**src/rtl/overlay_pkg.sv**
```systemverilog
// Shared definitions for the emblem overlay: sequencer states, fade
// levels, emblem geometry and a small slide-step helper.
package overlay_pkg;

  typedef enum logic [2:0] {
    IDLE     = 3'd0,
    SLIDE_IN = 3'd1,
    HOLD     = 3'd2,
    BLINK    = 3'd3,
    FADE_OUT = 3'd4
  } emb_seq_state_t;

  // Fade level for full colour; 0 is black.
  localparam logic [1:0] FADE_FULL = 2'd3;

  // Emblem placement on the 640x480 raster (inclusive bounds).
  localparam int unsigned EMBLEM_X0 = 288;
  localparam int unsigned EMBLEM_X1 = 351;
  localparam int unsigned EMBLEM_Y0 = 208;
  localparam int unsigned EMBLEM_Y1 = 271;
  localparam int unsigned EMBLEM_CX = (EMBLEM_X0 + EMBLEM_X1 + 1) / 2;
  localparam int unsigned EMBLEM_CY = (EMBLEM_Y0 + EMBLEM_Y1 + 1) / 2;

  // One slide step towards the resting position, saturating at zero so
  // a step size that does not divide the distance still lands exactly.
  function automatic logic [9:0] slide_next(input logic [9:0] x,
                                            input logic [9:0] step);
    return (x <= step) ? 10'd0 : (x - step);
  endfunction

endpackage

```
**src/rtl/frame_down_counter.sv**
```systemverilog
// 8-bit loadable frame down-counter. Load has priority; otherwise a tick
// decrements, stopping at zero. The zero flag is the terminal indication.
module frame_down_counter (
  input  logic       clk,
  input  logic       rst,
  input  logic       load,
  input  logic [7:0] load_val,
  input  logic       tick,
  output logic       zero
);

  logic [7:0] count;

  // Count register: reload wins over a decrement in the same cycle.
  always_ff @(posedge clk) begin
    if (rst) begin
      count <= 8'd0;
    end else if (load) begin
      count <= load_val;
    end else if (tick && (count != 8'd0)) begin
      count <= count - 8'd1;
    end
  end

  assign zero = (count == 8'd0);

endmodule

```
**src/rtl/emblem_sequencer.sv**
```systemverilog
// Frame-level controller for the emblem overlay: slide-in, hold, blink,
// fade-out. Every output is registered and only moves on frame_tick
// edges, so updates land inside vertical blank.
module emblem_sequencer
  import overlay_pkg::*;
#(
  parameter int unsigned SLIDE_DIST    = 160,
  parameter int unsigned SLIDE_STEP    = 8,
  parameter int unsigned HOLD_FRAMES   = 60,
  parameter int unsigned BLINK_PERIOD  = 8,
  parameter int unsigned BLINK_TOGGLES = 6,
  parameter int unsigned FADE_FRAMES   = 4
) (
  input  logic       clk,
  input  logic       rst,
  input  logic       frame_tick,
  input  logic       start,
  input  logic       stop,
  output logic       overlay_en,
  output logic [9:0] x_offset,
  output logic [1:0] fade_level,
  output logic       busy,
  output logic       done
);

  // Parameters must fit the 8-bit frame counter, the 4-bit toggle counter
  // and the 10-bit offset; toggles must be even so BLINK ends visible.
  if (HOLD_FRAMES < 1 || HOLD_FRAMES > 256) begin : g_bad_hold
    $error("emblem_sequencer: HOLD_FRAMES must be 1..256");
  end
  if (BLINK_PERIOD < 1 || BLINK_PERIOD > 256) begin : g_bad_period
    $error("emblem_sequencer: BLINK_PERIOD must be 1..256");
  end
  if (FADE_FRAMES < 1 || FADE_FRAMES > 256) begin : g_bad_fade
    $error("emblem_sequencer: FADE_FRAMES must be 1..256");
  end
  if (BLINK_TOGGLES < 2 || BLINK_TOGGLES > 15 || (BLINK_TOGGLES % 2) != 0) begin : g_bad_toggles
    $error("emblem_sequencer: BLINK_TOGGLES must be even and 2..15");
  end
  if (SLIDE_DIST > 1023 || SLIDE_STEP < 1 || SLIDE_STEP > 1023) begin : g_bad_slide
    $error("emblem_sequencer: SLIDE_DIST/SLIDE_STEP out of range");
  end

  localparam logic [7:0] HOLD_LOAD   = 8'(HOLD_FRAMES - 1);
  localparam logic [7:0] PERIOD_LOAD = 8'(BLINK_PERIOD - 1);
  localparam logic [7:0] FADE_LOAD   = 8'(FADE_FRAMES - 1);
  localparam logic [3:0] TOGGLE_LOAD = 4'(BLINK_TOGGLES);
  localparam logic [9:0] DIST        = 10'(SLIDE_DIST);
  localparam logic [9:0] STEP        = 10'(SLIDE_STEP);

  emb_seq_state_t state, state_n;
  logic       overlay_en_n;
  logic [9:0] x_offset_n;
  logic [1:0] fade_level_n;
  logic [3:0] toggle_cnt, toggle_cnt_n;
  logic       busy_n, done_n;
  logic       start_pend, start_pend_n;
  logic       stop_pend, stop_pend_n;
  logic       start_now, stop_now;
  logic       cnt_load, cnt_tick, cnt_zero;
  logic [7:0] cnt_load_val;

  // A request arriving on the tick cycle itself counts at that edge.
  assign start_now = start_pend | start;
  assign stop_now  = stop_pend  | stop;

  frame_down_counter u_frame_cnt (
    .clk      (clk),
    .rst      (rst),
    .load     (cnt_load),
    .load_val (cnt_load_val),
    .tick     (cnt_tick),
    .zero     (cnt_zero)
  );

  // State and output registers; reset drops everything without a done pulse.
  always_ff @(posedge clk) begin
    if (rst) begin
      state      <= IDLE;
      overlay_en <= 1'b0;
      x_offset   <= 10'd0;
      fade_level <= 2'd0;
      toggle_cnt <= 4'd0;
      busy       <= 1'b0;
      done       <= 1'b0;
      start_pend <= 1'b0;
      stop_pend  <= 1'b0;
    end else begin
      state      <= state_n;
      overlay_en <= overlay_en_n;
      x_offset   <= x_offset_n;
      fade_level <= fade_level_n;
      toggle_cnt <= toggle_cnt_n;
      busy       <= busy_n;
      done       <= done_n;
      start_pend <= start_pend_n;
      stop_pend  <= stop_pend_n;
    end
  end

  // Next-state and next-output logic; pending requests are consumed (or
  // discarded when not applicable) at every frame tick.
  always_comb begin
    state_n      = state;
    overlay_en_n = overlay_en;
    x_offset_n   = x_offset;
    fade_level_n = fade_level;
    toggle_cnt_n = toggle_cnt;
    done_n       = 1'b0;
    cnt_load     = 1'b0;
    cnt_load_val = 8'd0;
    cnt_tick     = 1'b0;
    start_pend_n = frame_tick ? 1'b0 : start_now;
    stop_pend_n  = frame_tick ? 1'b0 : stop_now;

    if (frame_tick) begin
      case (state)
        IDLE: begin
          if (!stop_now && start_now) begin
            state_n      = SLIDE_IN;
            overlay_en_n = 1'b1;
            x_offset_n   = DIST;
            fade_level_n = FADE_FULL;
          end
        end

        SLIDE_IN: begin
          if (stop_now) begin
            state_n      = FADE_OUT;
            overlay_en_n = 1'b1;
            cnt_load     = 1'b1;
            cnt_load_val = FADE_LOAD;
          end else begin
            x_offset_n = slide_next(x_offset, STEP);
            if (x_offset <= STEP) begin
              state_n      = HOLD;
              cnt_load     = 1'b1;
              cnt_load_val = HOLD_LOAD;
            end
          end
        end

        HOLD: begin
          if (stop_now) begin
            state_n      = FADE_OUT;
            overlay_en_n = 1'b1;
            cnt_load     = 1'b1;
            cnt_load_val = FADE_LOAD;
          end else if (cnt_zero) begin
            state_n      = BLINK;
            toggle_cnt_n = TOGGLE_LOAD;
            cnt_load     = 1'b1;
            cnt_load_val = PERIOD_LOAD;
          end else begin
            cnt_tick = 1'b1;
          end
        end

        BLINK: begin
          if (stop_now) begin
            state_n      = FADE_OUT;
            overlay_en_n = 1'b1;
            cnt_load     = 1'b1;
            cnt_load_val = FADE_LOAD;
          end else if (cnt_zero) begin
            overlay_en_n = ~overlay_en;
            toggle_cnt_n = toggle_cnt - 4'd1;
            cnt_load     = 1'b1;
            if (toggle_cnt == 4'd1) begin
              state_n      = FADE_OUT;
              overlay_en_n = 1'b1;
              cnt_load_val = FADE_LOAD;
            end else begin
              cnt_load_val = PERIOD_LOAD;
            end
          end else begin
            cnt_tick = 1'b1;
          end
        end

        FADE_OUT: begin
          overlay_en_n = 1'b1;
          if (cnt_zero) begin
            if (fade_level == 2'd0) begin
              state_n      = IDLE;
              overlay_en_n = 1'b0;
              x_offset_n   = 10'd0;
              toggle_cnt_n = 4'd0;
              done_n       = 1'b1;
            end else begin
              fade_level_n = fade_level - 2'd1;
              cnt_load     = 1'b1;
              cnt_load_val = FADE_LOAD;
            end
          end else begin
            cnt_tick = 1'b1;
          end
        end

        default: begin
          state_n      = IDLE;
          overlay_en_n = 1'b0;
          x_offset_n   = 10'd0;
          fade_level_n = 2'd0;
          toggle_cnt_n = 4'd0;
        end
      endcase
    end

    busy_n = (state_n != IDLE);
  end

endmodule

```
**config.mk**
```make
export PLATFORM = sky130hd
export DESIGN_NAME = emblem_sequencer
export DESIGN_NICKNAME = d
export VERILOG_FILES = /design/src/rtl/overlay_pkg.sv /design/src/rtl/frame_down_counter.sv /design/src/rtl/emblem_sequencer.sv
export SDC_FILE = /design/constraint.sdc
export NUM_CORES = 1
export LEC_CHECK = 0
export CAP_MARGIN = 0
export CORE_ASPECT_RATIO = 1.4
export CORE_MARGIN = 5
export CORE_UTILIZATION = 35
export DETAILED_ROUTE_END_ITERATION = 10
export GPL_ROUTABILITY_DRIVEN = 1
export GPL_TIMING_DRIVEN = 0
export HOLD_SLACK_MARGIN = 0.02
export PLACE_DENSITY = 0.66
export SYNTH_ARGS = -nofsm -noshare
export SYNTH_HDL_FRONTEND = slang
export SYNTH_SLANG_ARGS = --single-unit
```
**constraint.sdc**
```tcl
create_clock -name clk -period 5.9 [get_ports clk]
set_input_delay 1.18 -clock clk [delete_from_list [all_inputs] [get_ports clk]]
set_output_delay 1.18 -clock clk [all_outputs]
set_load 0.005 [all_outputs]
```
* Yosys cells after proc, flatten, opt, wreduce, memory -nomap -nowiden
Cells that the tools add are included.
Word-level totals: flip-flop bits (word level) 32, output and inout port bits 15, logic and storage cells 121
Cells by class: add/subtract/negate cells 4, order comparisons 1, equal/unequal tests 16, multiplexer cells 62, bitwise gates (word level) 9, reductions and logical operators 19
Operators by type and width (count):
- 2-to-1 mux 10 bit | 5
- 2-to-1 mux 3 bit | 16
- case mux 10 bit (4 select lines) | 1
- 2-to-1 mux 4 bit | 6
- case mux 6 bit (4 select lines) | 1
- 2-to-1 mux 6 bit | 3
- != test 2 bit (second input constant) | 9
- 2-to-1 mux 1 bit | 17
- 2-to-1 mux 8 bit | 2
- case mux 4 bit (4 select lines) | 1
- case mux 3 bit (5 select lines) | 1
- less-or-equal comparator 10 x 4 -> 1 bit (second input constant) | 1
- 2-to-1 mux 2 bit | 5
- subtractor 10 x 4 -> 10 bit (second input constant) | 1
- logical NOT 8 bit | 1
- AND reduction 8 bit | 1
- nonzero test 8 bit | 1
- OR reduction 2 bit | 4
- subtractor 8 x 1 -> 8 bit (second input constant) | 1
- inverter 1 bit | 7
- equality test 3 x 2 -> 1 bit (second input constant) | 2
- case mux 2 bit (3 select lines) | 1
- AND reduction 6 bit | 1
- AND reduction 5 bit | 1
- 20 further kinds | 22

* Depth between registers and ports, before layout
Gate-level depths: netlist of the first run.
depth after elaboration 8, gate-level depth with buffers 8, mapped depth without buffers 7

* Modules after synthesis
Synthesis of the first run repeated with hierarchy kept, for this count alone.
Second synthesis, totals: cell total of the unflattened synthesis 234, area, all modules 1881.8 µm²
Modules (own cells, without submodules):
- emblem_sequencer | instances 1, cells an instance 175, area each 1366.3 µm²
- frame_down_counter | instances 1, cells an instance 59, area each 515.5 µm²

* Worst setup path after synthesis of the first run
OpenSTA, ideal clock, no wires.
path type in2reg, start point input port stop, end point register u_frame_cnt.count[6], library setup time 0.116 ns, arrival 2.352 ns, setup slack 3.432 ns, stages 5, buffers on the path 0, cells stage by stage nor4b_1 > a2bb2oi_1 > nand4_1 > xnor2_1 > and3b_1
On the way: cells in the longest elaborated chain, start to end 6, elaborated cells between the ends (all ways) 11, classes of those cells mux: 8; bitwise: 1; reduce/logical: 2
Ends and longest elaborated chain:
- start, declared | line emblem_sequencer.sv:18 | input logic stop,
- bitwise OR 1 bit * | line emblem_sequencer.sv:65 | assign stop_now = stop_pend | stop;
- 2-to-1 mux 1 bit | line emblem_sequencer.sv:144 | if (stop_now) begin
- case mux 1 bit (2 select lines) | line emblem_sequencer.sv:117 | case (state)
- 2-to-1 mux 1 bit | line emblem_sequencer.sv:116 | if (frame_tick) begin
- logical AND 1 bit | line frame_down_counter.sv:20 | end else if (tick && (count != 8'd0)) begin
- nonzero test 2 bit (no line)
- end signal, assigned | line frame_down_counter.sv:19 | count <= load_val;
- end signal, assigned | line frame_down_counter.sv:21 | count <= count - 8'd1;
- end, declared | line frame_down_counter.sv:12 | logic [7:0] count;
Mark *: on every way between the ends. The rest lies on a longest branch, timed or not. A chain may end at the register's enable or synchronous reset.

* Worst setup path after layout of the first run
start point input port stop, end point register u_frame_cnt.count[7]
Same word-level chain as after synthesis.

==> metrics.yaml, run 1 <==
clock_tree.htree_level_count: 2
finClkSkew_ps: 8.91
tns_ps: 0
critPathLaunchType: "input port"
grt_start_max_net_pins: 11
area_growth_pct: 19.3
yosysMostFrequentCell: "sky130_fd_sc_hd__dfxtp_1"
max_cap_violations: 0
min_period_over_period: 0.509
total_leakage_power_nw: 0.774
critPathLaunch: "stop"
cpMaxStageDelayCell: "sky130_fd_sc_hd__nor4b_1"
post_cts.repair.setup_buffers: 0
setup_viol: 0
netlist_top_cells_area: "sky130_fd_sc_hd__dfxtp_1 32%, sky130_fd_sc_hd__a21oi_1 6.2%, sky130_fd_sc_hd__nor2_1 5.3%"
globalRouteMet1Util: 0.160
ctsRootBufferMaster: "sky130_fd_sc_hd__clkbuf_8"
post_route_cells_drive_above_1_share: 0.0769
synthesis.yosys.warnings: 0
grt.busiest_layer: "met2"
cts_inserted_buffers: 5
cp-end-kind: "flip-flop"
place_hpwl_um: 3560
diodes_inserted: 0
drv_slew: 0
fp.coreArea_mm2: 0.00516
number_of_flops_mapped_to_enable_cells_by_yosys: 0
ys_dominant_reg_cell: "sky130_fd_sc_hd__dfxtp_1"
buffer_and_inverter_count_on_the_worst_path: 1
setup.worst_path.class: "in2reg"
initialDrtViolationCount: 100
hp-start: "fade_level[1]$_SDFFE_PP0P_"
first_global_vias: 1814
vias_per_cell: 5.58
globalRouteMet2Util: 0.277
asyncSetResetFlopFracSynth: 0
floorplan.die.width_um: 71.3
drt_pre_antenna_iters: 4
vdd_ir_drop_max_v: 0.000174
ys_seq_area_frac: 0.315
critical_path.cell_chain: "clkdlybuf4s50_1 > nor4b_1 > a2bb2oi_1 > nand4_1 > xnor2_1 > and3b_1"
reg2reg_to: "u_frame_cnt.count[1]$_SDFFE_PP0P_"
worstMarginPinSlew_ps: 692
drt_wl_total_um: 4770
cpPeakStageDelay_ps: 500
detailed_place.area_mm2: 0.00208
num_rows: 31
maximum_achievable_frequency_mhz: 333
report.final.hold_viol_count: 0
via_count: 1819
grt.met3_usage: 0.0345
critical_path.reg2reg.startpoint: "u_frame_cnt.count[0]$_SDFFE_PP0P_"
port_buffers: 15
syn_area_mm2: 0.00184
outcome: "finished, final reports clean"
floorplan.initialDensity: 0.357
fin_total_pwr_uw: 548
grt_overflow_total: 0
synth_area_leader_cell: "sky130_fd_sc_hd__dfxtp_1"
clock_latency_ps: 290
number_of_instances_resized_during_post_cts_repair: 0
cts_num_sinks: 29
timing.critical_path.depth: 6
grt_util_all_layers: 0.149
total_power_per_unit_cell_area_mw_per_mm2: 249
layout.cell_area.non_filler_mm2: 0.00220
cts_tree: "yes"
setup_repair_after_global_routing_missed_its_margin: "no"
crit_family: "simple AND/OR/NAND/NOR gates"
post_synth_most_frequent_cells: "29 x sky130_fd_sc_hd__dfxtp_1, 26 x sky130_fd_sc_hd__nor2_1, 23 x sky130_fd_sc_hd__a21oi_1"
gpl.final_weighted_congestion: 0.884
boundaryPins: 20
instances_no_fill: 326
ys_seq_elements: 29
critPathMaxFanout: 7
first_pass_grt_wire_length_um: 8160
cts_buffer_depth: 2
fin_nets: 270
final_antenna_net_count: 0
post_synth_num_cell_types: 55
die_y_um: 95.9
synthesis.area_per_instance_um2: 7.84
worst_setup_hold_path_clk_slew_ps: 60
worstPathArrival_ps: 3180
hold_path.class: "reg2reg"
dpl_cells: 318
worst_setup_path_endpoint: "u_frame_cnt.count[7]$_SDFFE_PP0P_"
maxSlewHeadroom: 0.538
setup.reg_to_reg.worst_slack_ps: 3500
timing.final.crit_period_ps: 3000
yosysTopAreaCellShare: 0.315
grt_antenna_before_repair: 0
rr_worst_depth: 7
cts_hold_repair.buffers: 0
drt_drc_violations_left: 0
fp.dieArea_mm2: 0.00684
post_drt_wl_per_cell_um: 14.6
critical_path_required_ps: 6080
syn_inst: 235
==> metal layers <==
| layer | vias to the layer above | part of all wire |
|---|---|---|
| met3 | 10 | 0.039 |
| met5 | - | 0 |
| met1 | 861 | 0.41 |
| li1 | 909 | - |
| met2 | 39 | 0.53 |
| met4 | 0 | 0.022 |
==> area by class of cell <==
class / count / area [µm²]
sequential: 29 / 581
multi-input combinational: 182 / 1160
timing repair buffer: 15 / 150
clock inverter: 1 / 30.0
tap: 66 / 82.6
buffer: 17 / 77.6
clock buffer: 7 / 86.3
fill: 529 / 2960
inverter: 9 / 33.8
==> how the worst min path moves through the flow <==
stage	slack (ps)	end	depth (start not counted)
final	470	fade_level[1]$_SDFFE_PP0P_	2
after CTS	480	fade_level[1]$_SDFFE_PP0P_	2
after detailed placement	470	fade_level[1]$_SDFFE_PP0P_	2
after global placement	460	fade_level[1]$_SDFFE_PP0P_	2
after global routing	510	toggle_cnt[3]$_SDFFE_PP0P_	2
after floorplan	450	toggle_cnt[3]$_SDFFE_PP0P_	2
==> logic make-up (layout without fill, tap and decap cells) <==
logic type      after synthesis  after routing  share of synthesized area
fa+ha+maj                     6              6                     0.0407
mux                           3              3                     0.0163
other cells                   1              3                    0.00203
simple gates                 98             98                      0.296
compound gates               64             64                      0.232
xor+xnor                      8              8                     0.0380
flops                        29             29                      0.315
buf+inv                      26             49                     0.0604
==> through the flow <==
stage | hold slack, ps | util | setup WS, ps
2_1_floorplan | 452 | - | 3430
3_3_place_gp | 458 | 0.404 | 2630
3_5_place_dp | 471 | 0.404 | 2630
4_1_cts | 479 | 0.426 | 2900
5_1_grt | 513 | 0.426 | 2750
6_report | 473 | 0.426 | 2900
==> power by group <==
group	internal, mW	switching, mW	total (mW)
Clock	0.137	0.0755	0.213
Combinational	0.0482	0.0697	0.118
Sequential	0.206	0.0109	0.217
==> cell usage in the layout (no fill, tap or decap), drive strengths merged, types with 3 or more instances in the layout <==
master          n
a21oi          23
buf             7
clkbuf         17
clkdlybuf4s50  15
conb            3
dfxtp          29
ha              6
inv             9
mux2i           3
nand2          15
nand3           7
nand4           6
nand4bb         3
nor2           26
nor3           11
nor3b           5
o21ai          14
o31ai           3
or3             6
or4             3
xnor2           4
xor2            4
==> registers in the layout, indices dropped and copies added, names as in the netlist <==
name and flops:
u_frame_cnt.count 8, start_pend 1, done 1, fade_level 2
toggle_cnt 4, stop_pend 1, state 3, busy 1
overlay_en 1, x_offset 7
==> worst reg2reg max path, stage by stage (launching register included) <==
cell and delay (ps):
sky130_fd_sc_hd__dfxtp_1 330, sky130_fd_sc_hd__inv_1 80, sky130_fd_sc_hd__ha_1 190, sky130_fd_sc_hd__nor3b_1 490, sky130_fd_sc_hd__nand2_1 230, sky130_fd_sc_hd__o21ai_0 330
sky130_fd_sc_hd__nand3_1 310, sky130_fd_sc_hd__a221oi_1 340
(Power assumes the default switching activity.)
==> run 2, diff against run 1 <==
Settings changed: PLACE_DENSITY 0.66 to 0.68.
Clock period 5.9 ns to 2.52 ns, I/O delays scaled along.
==> run 2 against run 1 <==
  * Global-route usage fell by 0.16 points
  * Worst hold slack got worse by 7.5 ps
  * Count of clock-buffer cells in the layout fell by 2
  * Sequential cell count unchanged
  * First-iteration DRC count down 17%
  * Via count increased by 0.22%
  * Total power grew 110%
==> metrics.yaml, run 2 (synthesis gave the netlist of run 1 again) <==
outcome: "finished, final reports clean"
tns_ps: 0  # unchanged
grt_start_max_net_pins: 11  # unchanged
place_hpwl_um: 3560  # +0.21%
drt_drc_violations_left: 0  # unchanged
area_growth_pct: 18.5
cpMaxStageDelayCell: "sky130_fd_sc_hd__clkdlybuf4s50_1"
maxSlewHeadroom: 0.470  # -0.0680
crit_family: "buffers and inverters"
port_buffers: 15  # unchanged
first_pass_grt_wire_length_um: 8000  # -1.9%
number_of_instances_resized_during_post_cts_repair: 0  # unchanged
gpl.final_weighted_congestion: 0.951  # +7.5%
grt_antenna_before_repair: 0  # unchanged
post_drt_wl_per_cell_um: 14.8  # +1.1%
critical_path_required_ps: 2670  # -3410 ps
timing.final.crit_period_ps: 2330
max_reg_flops: 8  # unchanged
final_antenna_net_count: 0  # unchanged
report.final.hold_viol_count: 0  # unchanged
maximum_achievable_frequency_mhz: 430
first_global_vias: 1757  # -3.1%
clock_tree.htree_level_count: 2  # unchanged
setup.worst_path.class: "in2reg"
clock_latency_ps: 280  # about the same
top_register: "u_frame_cnt.count"
critPathMaxFanout: 10  # +3
hold_path.class: "reg2reg"
mostFrequentLayoutCell: "sky130_fd_sc_hd__dfxtp_1"
cts_tree: "yes"
cts_hold_repair.buffers: 0  # unchanged
fp.dieArea_mm2: 0.00684  # unchanged
vdd_ir_drop_max_v: 0.000348  # +100%
post_cts.repair.setup_buffers: 0  # unchanged
cts_num_sinks: 29  # unchanged
grt_overflow_total: 0  # unchanged
worstPathArrival_ps: 2480  # -700 ps
setup_viol: 0  # unchanged
die_y_um: 95.9  # unchanged
place_worst_setup_slack_ps: -58.9  # -2690 ps
vias_per_cell: 5.63  # +0.84%
fin_nets: 270  # unchanged
initialDrtViolationCount: 83  # -17%
worst_setup_hold_path_clk_slew_ps: 60  # about the same
cp-end-kind: "flip-flop"
diodes_inserted: 0  # unchanged
drv_slew: 0  # unchanged
worstMarginPinSlew_ps: 793  # +102 ps
floorplan.initialDensity: 0.357  # unchanged
total_leakage_power_nw: 0.768  # -0.78%
layout_common_cells: "29 x sky130_fd_sc_hd__dfxtp_1, 26 x sky130_fd_sc_hd__nor2_1, 23 x sky130_fd_sc_hd__a21oi_1"
ctsRootBufferMaster: "sky130_fd_sc_hd__clkbuf_8"
drt_pre_antenna_iters: 4  # unchanged
floorplan.die.width_um: 71.3  # unchanged
via_count: 1823  # +0.22%
layout_setup_ws_ps: 193  # -2710 ps
cts_buffer_depth: 2  # unchanged
finClkSkew_ps: 6.85  # -2.06 ps
final_core_utilization: 0.423  # -0.00315
fillers: 534  # +0.95%
min_period_over_period: 0.923
grt_util_all_layers: 0.148  # -0.00162
largestRegisters: "u_frame_cnt.count x8, x_offset x7, toggle_cnt x4"
dpl_cells: 318  # unchanged
instances_no_fill: 324  # -0.61%
cpPeakStageDelay_ps: 610  # +110 ps
num_rows: 31  # unchanged
drt_wl_total_um: 4800  # +0.52%
post_route_cells_drive_above_1_share: 0.0891  # +0.0122
fp.coreArea_mm2: 0.00516  # unchanged
max_cap_violations: 0  # unchanged
cts_inserted_buffers: 5  # unchanged
setup_repair_after_global_routing_missed_its_margin: "no"
critPathLaunchType: "input port"
buffer_and_inverter_count_on_the_worst_path: 3  # +2
critical_path.cell_chain: "clkdlybuf4s50_1 > clkbuf_1 > buf_1 > o311ai_0 > mux2i_1 > nor2_1"
boundaryPins: 20  # unchanged
total_power_per_unit_cell_area_mw_per_mm2: 523  # +110%
run 2: layer usage:
metal | GRT usage | vias up | part of all wire
met4 | 0.0690 | 0 | 0.029
met5 | 0 | - | 0
met1 | 0.159 | 870 | 0.42
li1 | - | 905 | -
met2 | 0.270 | 35 | 0.51
met3 | 0.0355 | 13 | 0.032
run 2: worst paths after layout:
path	from	end	cells after the start	slack (ps)
hold / removal	fade_level[1]$_SDFFE_PP0P_	fade_level[1]$_SDFFE_PP0P_	2	470
setup / recovery	frame_tick	overlay_en$_SDFFE_PP0P_	6	190
hold reg to reg	fade_level[1]$_SDFFE_PP0P_	fade_level[1]$_SDFFE_PP0P_	2	470
setup reg to reg	u_frame_cnt.count[2]$_SDFFE_PP0P_	x_offset[4]$_SDFFE_PP0P_	7	270
run 2: final cells by class:
cell class | instances | area (µm²) | share of cell area
Multi-Input combinational cell | 182 | 1180 | 0.542
Sequential cell | 29 | 581 | 0.266
Clock buffer | 5 | 68.8 | 0.0315
Clock inverter | 1 | 5.00 | 0.00229
Timing Repair Buffer | 15 | 150 | 0.0688
Tap cell | 66 | 82.6 | 0.0378
Inverter | 9 | 33.8 | 0.0155
Buffer | 17 | 78.8 | 0.0361
run 2: worst min-delay path, delay by kind of cell, from the launching register on:
| family | cells | cell delay [ps] |
|---|---|---|
| simple gates | 1 | 50 |
| flops | 1 | 320 |
| compound gates | 1 | 50 |
run 2: metrics by stage:
stage / cell area, µm² / hold WS (ps) / total power [mW]
after global routing: 2180 / 502 / 1.21
after floorplan: 1850 / 452 / 0.709
final: 2180 / 465 / 1.14
after CTS: 2160 / 470 / 1.14
after detailed placement: 2080 / 461 / 0.790
after global placement: 2080 / 459 / 0.788
run 2: power breakdown:
group	internal (mW)	leakage [nW]	switching [mW]
combinational	0.119	0.493	0.165
clock	0.181	0.0399	0.167
sequential	0.483	0.236	0.0283
